[src/rtl/pipeline_ctrl.sv]
// Pipeline control: debug run/step/halt sequencing,
// hazard stalls/flushes, halt drain and advance-cycle counting.
module pipeline_ctrl #(
    parameter int CNT_WIDTH = 32
) (
    input  logic                 clk,
    input  logic                 i_rst,
    input  logic                 i_start,
    input  logic                 i_step,
    input  logic                 i_halt_req,
    input  logic                 i_halt_instr,
    input  logic                 i_load_use,
    input  logic                 i_branch_taken,
    output logic                 o_pc_en,
    output logic                 o_if_id_en,
    output logic                 o_id_ex_en,
    output logic                 o_ex_mem_en,
    output logic                 o_mem_wb_en,
    output logic                 o_if_id_flush,
    output logic                 o_id_ex_flush,
    output logic [2:0]           o_state,
    output logic                 o_done,
    output logic [CNT_WIDTH-1:0] o_cycle_cnt
);

    typedef enum logic [2:0] {
        IDLE  = 3'd0,
        RUN   = 3'd1,
        STEP  = 3'd2,
        DRAIN = 3'd3,
        DONE  = 3'd4
    } state_t;

    localparam logic [CNT_WIDTH-1:0] CNT_ONE =
        {{(CNT_WIDTH-1){1'b0}}, 1'b1};

    state_t               state;
    state_t               state_nx;
    logic [1:0]           drain_cnt;
    logic [1:0]           drain_nx;
    logic [CNT_WIDTH-1:0] cnt;

    logic                 adv_pc_en;
    logic                 adv_if_id_en;
    logic                 adv_if_id_flush;
    logic                 adv_id_ex_flush;
    logic                 adv_halt;

    // Advance-cycle enables; a taken branch squashes both hazards and halt.
    always_comb begin
        adv_pc_en       = 1'b1;
        adv_if_id_en    = 1'b1;
        adv_if_id_flush = 1'b0;
        adv_id_ex_flush = 1'b0;
        adv_halt        = 1'b0;
        if (i_branch_taken) begin
            adv_if_id_flush = 1'b1;
            adv_id_ex_flush = 1'b1;
        end else if (i_halt_instr) begin
            adv_pc_en       = 1'b0;
            adv_if_id_en    = 1'b0;
            adv_id_ex_flush = 1'b1;
            adv_halt        = 1'b1;
        end else if (i_load_use) begin
            adv_pc_en       = 1'b0;
            adv_if_id_en    = 1'b0;
            adv_id_ex_flush = 1'b1;
        end
    end

    // Next-state and per-state enable/flush outputs.
    always_comb begin
        state_nx      = state;
        drain_nx      = 2'd0;
        o_pc_en       = 1'b0;
        o_if_id_en    = 1'b0;
        o_id_ex_en    = 1'b0;
        o_ex_mem_en   = 1'b0;
        o_mem_wb_en   = 1'b0;
        o_if_id_flush = 1'b0;
        o_id_ex_flush = 1'b0;
        o_done        = 1'b0;
        case (state)
            IDLE: begin
                if (i_start) begin
                    state_nx = RUN;
                end else if (i_step) begin
                    state_nx = STEP;
                end
            end
            RUN, STEP: begin
                if (state == RUN && i_halt_req) begin
                    state_nx = IDLE;
                end else begin
                    o_pc_en       = adv_pc_en;
                    o_if_id_en    = adv_if_id_en;
                    o_id_ex_en    = 1'b1;
                    o_ex_mem_en   = 1'b1;
                    o_mem_wb_en   = 1'b1;
                    o_if_id_flush = adv_if_id_flush;
                    o_id_ex_flush = adv_id_ex_flush;
                    if (adv_halt) begin
                        state_nx = DRAIN;
                    end else if (state == STEP) begin
                        state_nx = IDLE;
                    end
                end
            end
            DRAIN: begin
                o_id_ex_en    = 1'b1;
                o_id_ex_flush = 1'b1;
                o_ex_mem_en   = 1'b1;
                o_mem_wb_en   = 1'b1;
                if (drain_cnt == 2'd2) begin
                    state_nx = DONE;
                end else begin
                    drain_nx = drain_cnt + 2'd1;
                end
            end
            DONE: begin
                o_done = 1'b1;
            end
            default: begin
                state_nx = IDLE;
            end
        endcase
    end

    // State and drain counter registers.
    always_ff @(posedge clk) begin
        if (i_rst) begin
            state     <= IDLE;
            drain_cnt <= 2'd0;
        end else begin
            state     <= state_nx;
            drain_cnt <= drain_nx;
        end
    end

    // Saturating count of cycles in which MEM/WB advances.
    always_ff @(posedge clk) begin
        if (i_rst) begin
            cnt <= '0;
        end else if (o_mem_wb_en && cnt != '1) begin
            cnt <= cnt + CNT_ONE;
        end
    end

    assign o_state     = state;
    assign o_cycle_cnt = cnt;

endmodule

[config.mk]
export PLATFORM = sky130hd
export DESIGN_NAME = pipeline_ctrl
export DESIGN_NICKNAME = d
export VERILOG_FILES = /design/src/rtl/pipeline_ctrl.sv
export SDC_FILE = /design/constraint.sdc
export NUM_CORES = 1
export LEC_CHECK = 0
export CORE_MARGIN = 4
export CORE_UTILIZATION = 30
export CTS_CLUSTER_DIAMETER = 60
export CTS_CLUSTER_SIZE = 40
export DETAILED_ROUTE_END_ITERATION = 7
export GPL_TIMING_DRIVEN = 1
export MAX_ROUTING_LAYER = met4
export PLACE_DENSITY_LB_ADDON = 0.12
export SYNTH_ARGS = -nofsm -noshare
export SYNTH_HDL_FRONTEND = slang
export SYNTH_SLANG_ARGS = --single-unit
[constraint.sdc]
create_clock -name clk -period 2.35 [get_ports clk]
set_input_delay 0.47 -clock clk [delete_from_list [all_inputs] [get_ports clk]]
set_output_delay 0.47 -clock clk [all_outputs]
set_load 0.01 [all_outputs]
==> results.md <==
Yosys:
- Of all cell types, the one taking the most synthesized area is dfxtp_1.
- The average size of a mapped cell is 8.24 sq um.
- By instance count, the leading cell after synthesis is dfxtp_1.
- During synthesis, Yosys emitted a total of 0 warnings.
- Of the synthesized area, sequential elements account for 0.370.
- The post-synthesis net count is 253.
- Synthesis inferred 37 register bits.
- The fraction of synthesis flops using an asynchronous set or reset pin is 0.
- The number of distinct standard cells referenced by the synthesized netlist is 42.
- After synthesis, the most frequently instantiated cells are 37 x dfxtp_1, 25 x a21oi_1, 20 x nor2_1, 14 x or4_1.
- Synthesis produced a netlist whose cell count is 243.
- Ranked by total cell area, the synthesized netlist is headed by dfxtp_1 37%, a21oi_1 6.3%, or4_1 5.3%, o31ai_1 4.9%, nor2_1 3.8%.
- The area share of the largest cell type after synthesis is 0.370.
- In this run, synthesis inferred 0 flip-flops with an integrated enable.
- The synthesized netlist occupies a cell area of 2000 sq um.
- The leading register cell type out of synthesis is dfxtp_1.

STA:
- The slack of the critical path is 139 ps.
- The ratio of final minimum period to clock period is 0.941.
- Clock skew on the completed layout was measured at 4.21 ps.
- The hold violation count in the final report is 0.
- The count of pins over their slew limit is 0.
- Derived from the worst setup path, the maximum achievable clock frequency is 452 MHz.
- The setup total negative slack is 0 ps.
- The measured slew at the worst slew-check pin is 435 ps.
- The time the final worst path needs with I/O delays and setup is 2210 ps.
- Setup violations remaining at the end of the flow were counted as 0.
- Setup repair after global routing left no endpoint under its margin.
- Measured against its own limit, the worst slew margin works out to 0.709.

Setup path:
- The biggest fanout along the worst timing path is 7.
- The worst-case register-to-register setup slack is 140 ps.
- STA classifies the critical path startpoint as a flip-flop.
- The setup path with the least slack is of type flip-flop to flip-flop.
- The critical path required time is 2520 ps.
- The data arrival time of the critical path is 2390 ps.
- STA classifies the critical path endpoint as a flip-flop.

Global route:
- The global route total overflow is 0.
- In the global route stage, overall resource usage came out at 0.142.
- The first global-routing pass estimated 8610 um of wire.
- Entering global routing, the biggest net connects 22 pins.
- The number of antenna violations at the first check in global routing is 0.
- The via count of the first global-routing pass is 1836.

Job:
- The total of max-cap violations is 0.

Pwr:
- IR analysis of the VDD net gives a maximum drop of 0.194 mV.
- In this run the power density over the cells is 484 nW/um^2.
- In this run the static leakage power is 0.946 nW.

Outcome:
- The flow ran to the end, and the final reports show no timing, DRC or antenna violations.

Clock tree:
- The tree is rooted in a clkbuf_8.
- In this run the number of H-tree levels came out at 2.
- TritonCTS built the clock tree.
- The number of clock buffers added by TritonCTS is 5.
- The longest clock path from root to sink contains 2 buffers.
- For the worst-skew pair, the clock arrives at the later sink with an insertion delay of 290 ps.
- Clock-pin slew was measured on the worst setup and hold paths at 70 ps.
- For this design, the sink count on the clock tree is 37.

Die:
- The effective utilization at floorplan is 0.312.
- The number of standard-cell rows in the floorplan is 29.
- The die height is 89.7 um.
- The region available for standard cell placement spans 6420 sq um.
- The die area is 8040 sq um.
- During I/O placement, the number of pins put on the boundary was 51.
- The die extent in x is 89.7 um.

Final layout:
- The total number of nets in the final design is 323.
- Relative to the synthesized area, the layout overhead comes to 41.2%.
- The fraction of final layout cells with drive strength greater than 1 is 0.143.
- The repair_antennas step left the layout with diodes totalling 0.

Drt:
- After detailed routing, the number of vias per cell comes to 5.13.
- The routed wirelength normalized by instance count is 13.4 um.
- The antenna violation net count after detailed routing is 0.
- For this run, design rule violations remaining after detail routing come to 0.
- The first routing iteration left 59 violations.
- The first-pass detailed-route iteration total is 4.
- The routed via count is 2005.
- Summed over all layers, the routed wires come to 5240 um.

Placed design:
- The pre-CTS setup slack is -171 ps.
- The number of buffers added on ports is 50.
- The routability-driven placement congestion ratio is 0.808.
- After legalization and detailed placement, the total HPWL measured 3950 um.

Worst hold path:
- The min-delay analysis places its worst path in the category flip-flop to flip-flop.
-- state kept, by name, indices dropped and copies added, names as in the netlist --
register / flops
o_cycle_cnt: 32
drain_cnt: 2
o_state: 3
-- power breakdown --
| part | switching (W) | total [W] | internal (W) |
|---|---|---|---|
| Clock | 0.000224 | 0.000570 | 0.000346 |
| Sequential | 0.00000895 | 0.000643 | 0.000634 |
| Combinational | 0.0000798 | 0.000155 | 0.0000753 |
| Total | 0.000313 | 0.00137 | 0.00106 |
-- area by class of cell --
class                   instances  area, sq um
multi-input cells             180         1130
well taps                      77         96.3
inverters                      12         45.0
clock buffers                   7         86.3
clock inverters                 1         30.0
repair buffers                 77          694
fillers                       620         3590
flip-flops and latches         37          741
-- path summary, 6_finish.rpt --
path	startpoint	cells past startpoint	to
worst min register to register	drain_cnt[0]	1	drain_cnt[0]
worst max-delay path	o_cycle_cnt[15]	6	o_cycle_cnt[11]
worst max register to register	o_cycle_cnt[15]	6	o_cycle_cnt[11]
worst min-delay path	drain_cnt[0]	1	drain_cnt[0]
-- layout by cell type (no fill, tap or decap), types with 3 or more instances in the layout --
master / count
a21o_1: 3
nor2b_1: 5
and2_1: 3
clkdlybuf4s50_1: 43
dlygate4sd2_1: 7
nor4_1: 5
nand2b_1: 4
nor2_1: 20
o31ai_1: 13
buf_4: 27
o21ai_1: 6
nor3_1: 9
nand3_1: 13
inv_1: 12
or4_1: 14
or3_1: 6
dfxtp_1: 37
nand2_1: 13
a21oi_1: 24
mux2_1: 4
nand4_1: 10
clkbuf_8: 6
-- layer usage --
layer	vias to the layer above	wire (um)	part of all wire	global-route usage
met3	6	239	0.046	0.0365
met5	-	0	0	-
met2	43	2270	0.43	0.211
met4	0	55	0.010	0.0419
li1	1046	-	-	-
met1	910	2680	0.51	0.189
-- critical path: stages, from the launching register on --
cell     delay, ps
dfxtp_1        400
nand4_1        180
or4_1          660
o41ai_4        290
buf_4          210
nor4_1          60
mux2_1         310
-- repair_timing --
| action | CTS | global route |
|---|---|---|
| hold buffers | 0 | 0 |
| endpoints found under the hold margin | 0 | 0 |
| endpoints found under the setup margin | 7 | 0 |
| setup buffers | 0 | 0 |
| resized for setup | 9 | 0 |
-- through the flow --
| step | util | area (sq um) | power, W | hold slack [ps] | instances |
|---|---|---|---|---|---|
| 2_1_floorplan | - | 2000 | 0.000753 | 400 | 243 |
| 3_3_place_gp | 0.423 | 2720 | 0.000821 | 411 | 383 |
| 3_5_place_dp | 0.423 | 2720 | 0.000822 | 416 | 383 |
| 4_1_cts | 0.440 | 2830 | 0.00139 | 435 | 391 |
| 5_1_grt | 0.440 | 2830 | 0.00144 | 473 | 391 |
| 6_report | 0.440 | 2830 | 0.00137 | 435 | 391 |
-- logic make-up (layout without fill, tap and decap cells) --
| family | Yosys count | count (layout) | synth area share |
|---|---|---|---|
| xor gates and xnor gates | 3 | 3 | 0.0131 |
| muxes | 6 | 6 | 0.0331 |
| AOI/OAI and AO/OA | 58 | 58 | 0.194 |
| buffers and inverters | 26 | 97 | 0.0656 |
| and+or+nand+nor | 111 | 111 | 0.312 |
| DFF | 37 | 37 | 0.370 |
| adders and majority gates | 2 | 2 | 0.0125 |
Power figures use the tool's default switching activity.
